[config.mk]
export PLATFORM = sky130hd
export DESIGN_NAME = ap_prod_acc
export DESIGN_NICKNAME = d
export VERILOG_FILES = /design/src/rtl/ap_acc_pkg.sv /design/src/rtl/ap_sat_add.sv /design/src/rtl/ap_prod_acc.sv
export SDC_FILE = /design/constraint.sdc
export NUM_CORES = 1
export LEC_CHECK = 0
export BUFFER_PORTS_ARGS = -buffer_cell sky130_fd_sc_hd__buf_2
export CORE_MARGIN = 5
export CORE_UTILIZATION = 55
export CTS_BUF_LIST = sky130_fd_sc_hd__clkbuf_8
export DETAILED_ROUTE_END_ITERATION = 8
export PLACE_DENSITY = 0.85
export SLEW_MARGIN = 20
export SYNTH_ARGS = -nofsm -noshare
export SYNTH_HDL_FRONTEND = slang
export SYNTH_SLANG_ARGS = --single-unit
[constraint.sdc]
create_clock -name clk_i -period 9.1 [get_ports clk_i]
set_input_delay 2.275 -clock clk_i [delete_from_list [all_inputs] [get_ports clk_i]]
set_output_delay 2.275 -clock clk_i [all_outputs]
set_load 0.03 [all_outputs]
[src/rtl/ap_acc_pkg.sv]
// Shared types, default widths and saturation limits for the product accumulator.
package ap_acc_pkg;

    localparam int unsigned PW_DEF    = 24;
    localparam int unsigned AW_DEF    = 32;
    localparam int unsigned CNT_W_DEF = 8;

    typedef enum logic [0:0] {
        IDLE = 1'b0,
        RUN  = 1'b1
    } acc_st_t;

    // Two's-complement limits of an aw-bit signed value, returned in the low aw bits.
    function automatic logic [63:0] sat_max(input int unsigned aw);
        return (64'(1) << (aw - 1)) - 64'(1);
    endfunction

    function automatic logic [63:0] sat_min(input int unsigned aw);
        return 64'(1) << (aw - 1);
    endfunction

endpackage

[src/rtl/ap_sat_add.sv]
// Combinational signed saturating adder; ovf flags a clamped result.
module ap_sat_add
    import ap_acc_pkg::*;
#(
    parameter int unsigned AW = AW_DEF
) (
    input  logic [AW-1:0] a_i,
    input  logic [AW-1:0] b_i,
    output logic [AW-1:0] sum_o,
    output logic          ovf_o
);

    localparam logic [AW-1:0] MAX_V = AW'(sat_max(AW));
    localparam logic [AW-1:0] MIN_V = AW'(sat_min(AW));

    logic [AW:0] s_wide;

    // One guard bit: the top two bits disagree exactly when the true sum is out of range.
    always_comb begin
        s_wide = {a_i[AW-1], a_i} + {b_i[AW-1], b_i};
        ovf_o  = s_wide[AW] ^ s_wide[AW-1];
        sum_o  = s_wide[AW-1:0];
        if (ovf_o) begin
            sum_o = s_wide[AW] ? MIN_V : MAX_V;
        end
    end

endmodule

[src/rtl/ap_prod_acc.sv]
// Frame accumulator for signed multiplier products with valid/ready on both sides
// and a held, saturating result register.
module ap_prod_acc
    import ap_acc_pkg::*;
#(
    parameter int unsigned PW    = PW_DEF,
    parameter int unsigned AW    = AW_DEF,
    parameter int unsigned CNT_W = CNT_W_DEF
) (
    input  logic             clk_i,
    input  logic             rst_i,
    input  logic [PW-1:0]    prod_i,
    input  logic             prod_vld_i,
    input  logic             prod_last_i,
    output logic             prod_rdy_o,
    input  logic             clr_i,
    output logic [AW-1:0]    acc_o,
    output logic [CNT_W-1:0] acc_cnt_o,
    output logic             acc_sat_o,
    output logic             acc_vld_o,
    input  logic             acc_rdy_i
);

    localparam logic [CNT_W-1:0] CNT_MAX = '1;

    acc_st_t          state_q;
    logic             live_q;
    logic [AW-1:0]    run_sum_q;
    logic [CNT_W-1:0] run_cnt_q;
    logic             run_sat_q;
    logic [AW-1:0]    acc_q;
    logic [CNT_W-1:0] acc_cnt_q;
    logic             acc_sat_q;
    logic             acc_vld_q;

    logic [AW-1:0]    base_sum;
    logic [CNT_W-1:0] base_cnt;
    logic [AW-1:0]    prod_ext;
    logic [AW-1:0]    sum_d;
    logic [CNT_W-1:0] cnt_d;
    logic             sat_d;
    logic             ovf;
    logic             beat_acc;

    // Ready is combinational on acc_rdy so a result handshake and a new beat share a cycle.
    always_comb begin
        prod_rdy_o = live_q & (~acc_vld_q | acc_rdy_i) & ~clr_i;
        beat_acc   = prod_vld_i & prod_rdy_o;
        base_sum   = (state_q == RUN) ? run_sum_q : '0;
        base_cnt   = (state_q == RUN) ? run_cnt_q : '0;
        prod_ext   = AW'($signed(prod_i));
        cnt_d      = (base_cnt == CNT_MAX) ? base_cnt : base_cnt + CNT_W'(1);
        sat_d      = (state_q == RUN) & run_sat_q | ovf;
    end

    ap_sat_add #(
        .AW (AW)
    ) u_sat_add (
        .a_i   (base_sum),
        .b_i   (prod_ext),
        .sum_o (sum_d),
        .ovf_o (ovf)
    );

    always_ff @(posedge clk_i or posedge rst_i) begin
        if (rst_i) begin
            state_q   <= IDLE;
            live_q    <= 1'b0;
            run_sum_q <= '0;
            run_cnt_q <= '0;
            run_sat_q <= 1'b0;
            acc_q     <= '0;
            acc_cnt_q <= '0;
            acc_sat_q <= 1'b0;
            acc_vld_q <= 1'b0;
        end else begin
            live_q <= 1'b1;
            if (acc_vld_q && acc_rdy_i) begin
                acc_vld_q <= 1'b0;
            end
            if (clr_i) begin
                state_q   <= IDLE;
                run_sum_q <= '0;
                run_cnt_q <= '0;
                run_sat_q <= 1'b0;
            end else if (beat_acc) begin
                if (prod_last_i) begin
                    // Frame closes: publish the result and restart the running sum.
                    acc_q     <= sum_d;
                    acc_cnt_q <= cnt_d;
                    acc_sat_q <= sat_d;
                    acc_vld_q <= 1'b1;
                    state_q   <= IDLE;
                    run_sum_q <= '0;
                    run_cnt_q <= '0;
                    run_sat_q <= 1'b0;
                end else begin
                    state_q   <= RUN;
                    run_sum_q <= sum_d;
                    run_cnt_q <= cnt_d;
                    run_sat_q <= sat_d;
                end
            end
        end
    end

    assign acc_o     = acc_q;
    assign acc_cnt_o = acc_cnt_q;
    assign acc_sat_o = acc_sat_q;
    assign acc_vld_o = acc_vld_q;

endmodule

After elaboration in Yosys (flattened, before gate mapping)
Index checks and enable logic that the tools add are counted.
{"block": "totals", "out_inout_bits": 43, "regBits": 85}
{"block": "op_classes", "n_reduce_logical": 3, "bitwise": 9, "n_eq_ne": 1, "mux": 21, "n_addsub": 2}
{"op": "2-to-1 mux 32 bit", "count": 6}
{"op": "2-to-1 mux 8 bit", "count": 5}
{"op": "adder 32 x 24 -> 33 bit", "count": 1}
{"op": "2-to-1 mux 1 bit", "count": 10}
{"op": "adder 8 x 1 -> 8 bit (second input constant)", "count": 1}
{"op": "equality test 8 bit (second input constant)", "count": 1}
{"op": "AND 1 bit", "count": 4}
{"op": "AND reduction 3 bit", "count": 1}
{"op": "inverter 1 bit", "count": 2}
{"op": "OR 1 bit", "count": 2}
{"op": "nonzero test 2 bit", "count": 1}
{"op": "logical AND 1 bit", "count": 1}
{"op": "bitwise XOR 1 bit", "count": 1}

Longest topological paths before layout
Gate-level depths: netlist (run 1).
{"block": "logic_depth", "word_depth": 7, "mapped_depth": 16, "ltp_nobuf": 12}

By module
Synthesis (run 1) repeated with hierarchy kept, for this count alone.
{"block": "hier_totals", "cells_unflattened": 658, "area_unflattened_um2": 5622.9}
{"module": "ap_prod_acc", "cells_each": 371, "instances": 1, "area_each_um2": 3579.7}
{"module": "ap_sat_add", "cells_each": 287, "instances": 1, "area_each_um2": 2043.2}

Worst setup path before layout (run 1)
OpenSTA, ideal clock, no wires.
{"block": "synth_timing", "path_type": "input to output", "startpoint": "input acc_rdy_i", "endpoint": "output prod_rdy_o", "path_buffers": 0, "t_arrival_ns": 3.229, "path_stages": 2, "slack_ns": 3.596, "cell_sequence": "nor2b_1 > nor3b_1"}
{"block": "synth_via", "elab_chain_cells": 3}
{"item": "from (decl)", "line": "ap_prod_acc.sv:21", "source": "input logic acc_rdy_i"}
{"item": "OR 1 bit", "line": "ap_prod_acc.sv:47", "source": "prod_rdy_o = live_q & (~acc_vld_q | acc_rdy_i) & ~clr_i;"}
{"item": "AND 1 bit (2 in series)", "line": "ap_prod_acc.sv:47"}
{"item": "to (decl)", "line": "ap_prod_acc.sv:15", "source": "output logic prod_rdy_o,"}
No other way between the ends.

Worst setup path in the final report (run 1)
{"block": "layout_timing", "startpoint": "input clr_i", "endpoint": "output prod_rdy_o"}
{"block": "layout_via", "elab_chain_cells": 2}
{"item": "from (decl)", "line": "ap_prod_acc.sv:16", "source": "input logic clr_i,"}
{"item": "inverter 1 bit (no line)"}
{"item": "AND 1 bit", "line": "ap_prod_acc.sv:47"}
No other way between the ends.

==> key figures, run 1 <==
Outcome
  • Run status: finished clean

Worst setup path
  • Most frequent cell on the critical path: buf_2
  • Crit path buffers/inverters: 2
  • CP Capture Type: primary output
  • CP max FO: 5
  • Worst r2r path cells: 12
  • Slowest stage delay, CP: about 0.47 ns
  • R2R Path End: run_sum_q[23]$_DFFE_PP0P_
  • Setup Crit Path Kind: input pin to primary output
  • CP required: 6.83 ns
  • Worst-path cell chain: buf_2 > nor3b_1 > buf_2
  • Critical-path top delay cell: nor3b_1
  • Worst path top cell family by delay: simple AND/OR/NAND/NOR gates
  • R2r startpoint: state_q$_DFFE_PP0P_
  • Critical path arrival: 3.17 ns
  • R2r setup slk: 4.58 ns
  • CP startpoint kind: input pin

Routing
  • Drt total wl: 15910 µm
  • Drt first pass iters: 5
  • Via count: roughly 5400
  • WL per Instance: 18.29 µm
  • Initial DRC Count: between 300 and 400
  • Post-route ant nets: 0
  • Vias/cell: 6.256
  • Residual DRC count: 0

Timing
  • Fmax: approximately 0.18 GHz
  • Slew headroom: 42.87%
  • Layout Skew: between 0.009 and 0.01 ns
  • Final Cycle Share: 59.79%
  • Max-slew violation count: 0
  • Final setup fails: 0
  • Worst setup margin: 3.659 ns
  • Setup tns final: 0 ns
  • RSZ-0062 raised after global routing: false
  • Hold_ws: 0.4841 ns
  • Worst Tran Pin Value: 0.8538 ns
  • Minimum clock period: 5.441 ns
  • Final Hold Vio Count: 0

Synthesis
  • Synth async-reset ratio: 100.0%
  • Mapped Area: 5774 µm²
  • Synth Net Count: 747
  • Cells after Synth: ~680
  • Prevailing post-synth register cell: dfrtp_1
  • Netlist cell types: 55
  • Flops & latches, synth: 85
  • Syn Area/Cell: 8.454 µm²
  • Post-synth EDFFs: 0
  • Ys Warns: 0
  • Sequential share of the synthesized area: between 30 and 40%

Place
  • Cell Area, Placed: 6156 µm²
  • HPWL Detailed: 11260 µm
  • Routability cong.: 0.9260
  • Port-buffer cells: 72
  • Setup WS pre-CTS: 3.279 ns
  • Placed cell count: 854

Min path
  • Hold Crit Class: flip-flop to flip-flop
  • Hold path depth: 2
  • Hold path startpoint: acc_cnt_o[4]$_DFFE_PP0P_
  • Hold Path End: acc_cnt_o[4]$_DFFE_PP0P_

Layout
  • Layout cells sized above 1: 15.12%
  • Layout Utilization: 62.14%
  • Layout Cells excl Fill: 870
  • Layout filler cell count: 915
  • Nets: 793
  • ANT cells: 0
  • Post-route cell area: 6386 µm²
  • Syn-to-layout area delta: 10.60%

Power and ir drop
  • Pwr Density: 153.6 nW/µm²
  • VDD IR max: 0.1249 mV
  • Total power: 0.9808 mW
  • Leakage power: 2.995 nW

Clocking
  • Clock-pin slew on the worst setup and hold paths: 0.09 ns
  • Total CTS buffers: 9
  • Post_cts resized: 0
  • Cts hold-fix bufs: 0
  • CTS sink cnt: 85
  • Postcts setup bufs: 0
  • Clock latency on the worst-skew pair: 0.36 ns
  • Root buffer cell: clkbuf_8
  • # H-tree levels: 3
  • CTS Buffer Depth: 2
  • Clock tree from TritonCTS: done

Die
  • Overall die area: 12650 µm²
  • IO Pins: between 70 and 80
  • # rows: 37
  • Initial Util: 56.18%
  • Die H: 112.5 µm
  • Die Span X: approximately 110 µm
  • Core ar.: roughly 10000 µm²

GRT
  • Met1 Usage GRT: between 30 and 40%
  • Largest net degree at the start of global routing: 86
  • Antenna violations before repair: 0
  • Met3 Usage GRT: under 10%
  • Busiest grt layer: met2
  • Number of global-route vias before repair: between 5000 and 6000
  • GR Overflow Total: 0
  • Total GRT Usage: 25.05%
  • First-pass GRT wire length: 26160 µm
  • Met2 Use GR: 40.64%

Run
  • Max-cap viol count: 0
cells in the mapped netlist, types with 4 or more instances:
cell       n  area share (%)
nand2_1   99             6.4
dfrtp_1   85              37
a21oi_1   65             5.6
nor2_1    64             4.2
o21ai_0   44             3.8
and2_1    38             4.1
ha_1      33             7.2
clkbuf_1  25             1.6
xnor2_1   21             3.2
o211ai_1  19             2.5
nand4_1   17             1.8
a221o_1   14             2.4
a21o_1    13             1.7
buf_2     12             1.0
nand3_1   11            0.95
inv_1     10            0.65
xor2_1    10             1.5
a22o_1     9             1.4
a31oi_1    8            0.87
o21a_1     8             1.0
a211oi_1   7            0.91
nand2b_1   7            0.76
a211o_1    5            0.76
o21bai_1   5            0.65
buf_4      4            0.52
mux2_2     4            0.78
nor3_1     4            0.35
o31ai_1    4            0.52
how the worst max path moves through the flow:
stage,startpoint,end,slack (ns),cells after the start
global placement,prod_i[1],run_sum_q[23]$_DFFE_PP0P_,3.50,10
floorplan,acc_rdy_i,prod_rdy_o,3.60,2
finish,clr_i,prod_rdy_o,3.66,3
detailed placement,prod_i[23],run_sum_q[23]$_DFFE_PP0P_,3.28,10
CTS,prod_i[1],run_sum_q[23]$_DFFE_PP0P_,3.64,10
global route,clr_i,prod_rdy_o,3.54,3
metal layers:
metal	routed length [µm]	part of all wire [%]
met1	6834	43
met2	7495	47
met3	1236	7.8
met4	344	2.2
met5	0	0
worst reg2reg max path: cells and delay by family, from the launching register on:
kind	cells	cell delay, ns
compound gates	6	1.93
fa+ha+maj	1	0.24
buf+inv	2	0.47
flops	1	0.72
simple gates	3	1.02
logic make-up after synthesis:
logic type               Yosys count  share of synthesized area [%]
adder cells (fa/ha/maj)           34                          7.497
multiplexers                       4                         0.7800
buffers and inverters             53                          4.095
XOR/XNOR                          31                          4.702
flip-flops                        85                          36.84
other                              1                        0.06494
AND/OR/NAND/NOR                  255                          20.41
AO/OA/AOI/OAI                    220                          25.61
flip-flops by register name, summed over array words and instances, names as in the netlist:
signal     cells
run_sat_q      1
run_cnt_q      8
acc_cnt_o      8
state_q        1
acc_sat_o      1
acc_vld_o      1
run_sum_q     32
live_q         1
acc_o         32
final cells by class:
class	count	area [µm²]	share of cell area (%)
tap	136	170.2	2.665
timing repair buffer	78	409.1	6.407
multi-input combinational	545	3427	53.66
clock inverter	7	90.09	1.411
inverter	10	38.79	0.6074
clock buffer	9	123.9	1.940
sequential	85	2127	33.31
placed cells by master, fill, tap and decap left out, types with 14 or more instances in the layout:
master | netlist | final
xnor2_1 | 21 | 21
ha_1 | 33 | 33
buf_2 | 12 | 72
o21ai_0 | 44 | 44
and2_1 | 38 | 37
nand2_1 | 99 | 99
a21oi_1 | 65 | 64
a221o_1 | 14 | 14
nor2_1 | 64 | 64
o211ai_1 | 19 | 19
dfrtp_1 | 85 | 85
nand4_1 | 17 | 17
power breakdown:
part           switching (mW)  total (mW)  leakage (nW)  internal, mW
Clock                   0.139       0.292         0.111         0.154
Combinational           0.170       0.244          1.80        0.0746
Sequential             0.0255       0.444          1.09         0.419
Total                   0.334       0.981          2.99         0.647
Power figures use the tool's default switching activity.
==> run 2, diff against run 1 <==
--- a/config.mk
+++ b/config.mk
@@ -5,12 +5,13 @@
 export SDC_FILE = /design/constraint.sdc
 export NUM_CORES = 1
 export LEC_CHECK = 0
+export ABC_AREA = 1
 export BUFFER_PORTS_ARGS = -buffer_cell sky130_fd_sc_hd__buf_2
 export CORE_MARGIN = 5
 export CORE_UTILIZATION = 55
 export CTS_BUF_LIST = sky130_fd_sc_hd__clkbuf_8
 export DETAILED_ROUTE_END_ITERATION = 8
-export PLACE_DENSITY = 0.85
+export PLACE_DENSITY = 0.88
 export SLEW_MARGIN = 20
 export SYNTH_ARGS = -nofsm -noshare
 export SYNTH_HDL_FRONTEND = slang
==> constraint.sdc (replaced) <==
create_clock -name clk_i -period 4.7 [get_ports clk_i]
set_input_delay 1.175 -clock clk_i [delete_from_list [all_inputs] [get_ports clk_i]]
set_output_delay 1.175 -clock clk_i [all_outputs]
set_load 0.03 [all_outputs]
==> run 2 against run 1 <==
  * Die area is 6.5% higher
  * Critical path type is now flip-flop to flip-flop
  * Non-clock buffer count stayed put
  * Via count is 8.1% higher
  * Clock skew is 0.0029 ns higher
  * Utilization is 0.13 points higher
  * Total power is 93% higher
  * Critical path depth is 13 higher
  * Final cell count is 31% higher
  * Highest routed layer unchanged
  * Combinational power is 100% higher
  * Sequential power is 93% higher
==> key figures, run 2 <==
Outcome
  • Run status: finished clean (unchanged)

Synthesis
  • Post-synthesis compound-gate area fraction: 10.33% (was 25.61%)
  • Post-Synth Simple-Gate Area: 35.28% (was 20.41%)
  • Adder-cell share of the synthesized area: 6.996% (was 7.497%)
  • Post-synth EDFFs: 0 (unchanged)
  • Synth top area cells: dfrtp_1 (34%), nand2_1 (26%), inv_1 (7.2%) (was dfrtp_1 (37%), ha_1 (7.2%), nand2_1 (6.4%))
  • Netlist cell types: 36 (was 55)
  • Xor/xnor cell area share of the yosys netlist: 3.114% (was 4.702%)
  • Syn Area/Cell: 6.619 µm² (was 8.454 µm²)
  • Yosys top cell area share: 34.37% (was 36.84%)
  • Synth async-reset ratio: 100.0% (unchanged)
  • Synth Net Count: 999 (was 747)
  • Ys Warns: 0 (unchanged)
  • Cell taking the most area after synthesis: dfrtp_1 (unchanged)
  • Synth top cells by count: nand2_1 (422), inv_1 (118), dfrtp_1 (85) (was nand2_1 (99), dfrtp_1 (85), a21oi_1 (65))
  • Cells after Synth: 935 (was 683)
  • Largest family of logic cells by synthesized area: simple AND/OR/NAND/NOR gates (was compound AO/OA/AOI/OAI gates)
  • Sequential share of the synthesized area: 34.37% (was 36.84%)
  • Mapped Area: 6188 µm² (was 5774 µm²)
  • Mux cell area share after synthesis: 0% (was 0.7801%)
  • Flops & latches, synth: 85 (unchanged)
  • Count leader, synth: nand2_1 (unchanged)
  • Prevailing post-synth register cell: dfrtp_1 (unchanged)

Power and ir drop
  • P_int: 1.208 mW (was 0.6470 mW)
  • Switch Pwr: 0.6842 mW (was 0.3338 mW)
  • Clk network pwr share: 28.5% (was 29.8%)
  • Seq pwr share: 45.2% (was 45.3%)
  • Leakage power: 4.149 nW (was 2.995 nW)
  • Pwr Density: 278.0 nW/µm² (was 153.6 nW/µm²)
  • Comb power frac: 26.3% (was 24.9%)
  • Sw frac: 36.15% (was 34.04%)
  • VDD IR max: 0.2191 mV (was 0.1249 mV)

Worst setup path
  • R2R Path End: acc_o[21]$_DFFE_PP0P_ (was run_sum_q[23]$_DFFE_PP0P_)
  • Capture point of the worst path: acc_o[21]$_DFFE_PP0P_ (was prod_rdy_o)
  • Setup Crit Path Kind: flip-flop to flip-flop (was input pin to primary output)
  • Worst r2r path cells: 16 (was 12)
  • CP required: 4.95 ns (was 6.83 ns)
  • Critical path startpoint: state_q$_DFFE_PP0P_ (was clr_i)
  • R2r setup slk: 1.18 ns (was 4.58 ns)
  • R2r startpoint: state_q$_DFFE_PP0P_ (unchanged)
  • Critical path arrival: 3.77 ns (was 3.17 ns)
  • CP max FO: 51 (was 5)
  • CP startpoint kind: flip-flop (was input pin)
  • CP Capture Type: flip-flop (was primary output)

GRT
  • Largest net degree at the start of global routing: 52 (was 86)
  • GR Overflow Total: 0 (unchanged)
  • First-pass GRT wire length: 26010 µm (was 26160 µm)
  • Total GRT Usage: 23.87% (was 25.05%)
  • Number of global-route vias before repair: 5566 (was 5316)
  • Antenna violations before repair: 0 (unchanged)

Run
  • Max-cap viol count: 0 (unchanged)

Routing
  • Vias/cell: 5.152 (was 6.256)
  • Residual DRC count: 0 (unchanged)
  • WL per Instance: 13.17 µm (was 18.29 µm)
  • Initial DRC Count: 439 (was 352)
  • Drt total wl: 15040 µm (was 15910 µm)
  • Post-route ant nets: 0 (unchanged)
  • Drt first pass iters: 5 (unchanged)
  • Via count: 5884 (was 5443)

Min path
  • Hold Crit Class: flip-flop to flip-flop (unchanged)

Place
  • HPWL Detailed: 11230 µm (was 11260 µm)
  • Routability cong.: 0.9968 (was 0.9260)
  • Port-buffer cells: 72 (unchanged)
  • Setup WS pre-CTS: 0.9522 ns (was 3.279 ns)

Layout
  • ANT cells: 0 (unchanged)
  • Layout filler cell count: 1045 (was 915)
  • Layout cells sized above 1: 12.97% (was 15.12%)
  • Syn-to-layout area delta: 10.03% (was 10.60%)
  • Multi-input logic area: 3455 µm² (was 3427 µm²)
  • Most common cell after layout, fill and taps aside: nand2_1 (unchanged)
  • Register area: 2127 µm² (unchanged)
  • Commonest cells after routing, fill and taps aside: nand2_1 (422), inv_1 (117), dfrtp_1 (85) (was nand2_1 (99), dfrtp_1 (85), buf_2 (72))
  • Nets: 1062 (was 793)
  • Layout Utilization: 62.27% (was 62.14%)

Clocking
  • Post_cts resized: 0 (unchanged)
  • Clock latency on the worst-skew pair: 0.37 ns (was 0.36 ns)
  • Cts hold-fix bufs: 0 (unchanged)
  • Clock tree from TritonCTS: done (unchanged)
  • CTS sink cnt: 85 (unchanged)
  • # H-tree levels: 3 (unchanged)
  • CTS Buffer Depth: 2 (unchanged)
  • Clock-pin slew on the worst setup and hold paths: 0.09 ns (about the same)
  • Total CTS buffers: 9 (unchanged)
  • Root buffer cell: clkbuf_8 (unchanged)
  • Postcts setup bufs: 0 (unchanged)

Timing
  • Minimum clock period: 3.523 ns
  • Fmax: 0.2838 GHz
  • Layout Skew: 0.01192 ns (was 0.009043 ns)
  • Max-slew violation count: 0 (unchanged)
  • Worst Tran Pin Value: 0.8919 ns (was 0.8538 ns)
  • Final setup fails: 0 (unchanged)
  • Hold_ws: 0.4783 ns (was 0.4841 ns)
  • RSZ-0062 raised after global routing: false (unchanged)
  • Final Hold Vio Count: 0 (unchanged)
  • Setup tns final: 0 ns (unchanged)
  • Final Cycle Share: 74.97%
  • Slew headroom: 40.54% (was 42.87%)
  • Worst setup margin: 1.177 ns (was 3.659 ns)

Die
  • Die Span X: 116.1 µm (was 112.5 µm)
  • # rows: 38 (was 37)
  • Die H: 116.1 µm (was 112.5 µm)
  • Core ar.: 10940 µm² (was 10280 µm²)
  • Initial Util: 56.59% (was 56.18%)
  • Overall die area: 13470 µm² (was 12650 µm²)
  • IO Pins: 73 (unchanged)
-- run 2: cell types whose count changed after synthesis, sizes merged, moves of 13 or more --
| cell | delta |
|---|---|
| nand4 | -13 |
| inv | +109 |
| and2 | -39 |
| a21o | -13 |
| nand2 | +337 |
| o211ai | -20 |
| a21oi | -35 |
| xnor2 | -18 |
| a221o | -14 |
-- run 2: critical path: stages (launching register included) --
cell and delay [ns]:
dfrtp_1 0.68, buf_4 0.41, nand2_1 0.10, inv_1 0.08
ha_1 0.29, nand2_1 0.09, nand2_1 0.08, a21oi_1 0.20
nand2_1 0.13, a21oi_2 0.26, nand2_2 0.08, nand2_1 0.08
nand2_2 0.09, nand2_4 0.48, nand2_1 0.15, nand2_1 0.09
nand2_1 0.06
-- run 2: final cells by class --
type / count / share of cell area (%)
clock buffers: 9 / 1.819
clock inverters: 6 / 1.047
inverters: 120 / 6.634
multi-input cells: 704 / 50.73
flip-flops and latches: 85 / 31.24
well taps: 140 / 2.573
repair buffers: 78 / 5.954
-- run 2: metal layers --
layer / wire, µm / up-vias / GRT usage (%)
li1: - / 3014 / -
met1: 7088 / 2699 / 34.36
met2: 6809 / 159 / 37.97
met3: 998 / 12 / 4.178
met4: 143 / 0 / 5.027
met5: 0 / - / 0
-- run 2: stage by stage --
step	instance area, µm²	power (mW)	cells
6_report	6809	1.893	1142
5_1_grt	6809	1.995	1142
4_1_cts	6809	1.908	1142
3_5_place_dp	6614	1.370	1127
3_3_place_gp	6614	1.360	1127
2_1_floorplan	6188	1.231	935
-- run 2: how the worst min path moves through the flow --
| stage | startpoint | end | slack, ns | cells past startpoint |
|---|---|---|---|---|
| global route | acc_o[21]$_DFFE_PP0P_ | acc_o[21]$_DFFE_PP0P_ | 0.50 | 2 |
| floorplan | run_sum_q[20]$_DFFE_PP0P_ | run_sum_q[20]$_DFFE_PP0P_ | 0.45 | 2 |
| CTS | acc_o[21]$_DFFE_PP0P_ | acc_o[21]$_DFFE_PP0P_ | 0.48 | 2 |
| detailed placement | acc_o[23]$_DFFE_PP0P_ | acc_o[23]$_DFFE_PP0P_ | 0.46 | 2 |
| global placement | acc_o[26]$_DFFE_PP0P_ | acc_o[26]$_DFFE_PP0P_ | 0.46 | 2 |
| finish | acc_o[21]$_DFFE_PP0P_ | acc_o[21]$_DFFE_PP0P_ | 0.48 | 2 |
-- run 2: power by group through the flow --
stage / combinational, mW / sequential [mW] / clock (mW)
detailed placement: 0.502 / 0.868 / 0
floorplan: 0.225 / 1.01 / 0
CTS: 0.503 / 0.855 / 0.550
global placement: 0.493 / 0.867 / 0
global route: 0.546 / 0.867 / 0.583
finish: 0.498 / 0.855 / 0.540
-- run 2: logic make-up after synthesis --
group                    Yosys count
XOR/XNOR                          22
AO/OA/AOI/OAI                     99
buffers and inverters            146
other                              1
AND/OR/NAND/NOR                  548
flip-flops                        85
adder cells (fa/ha/maj)           34
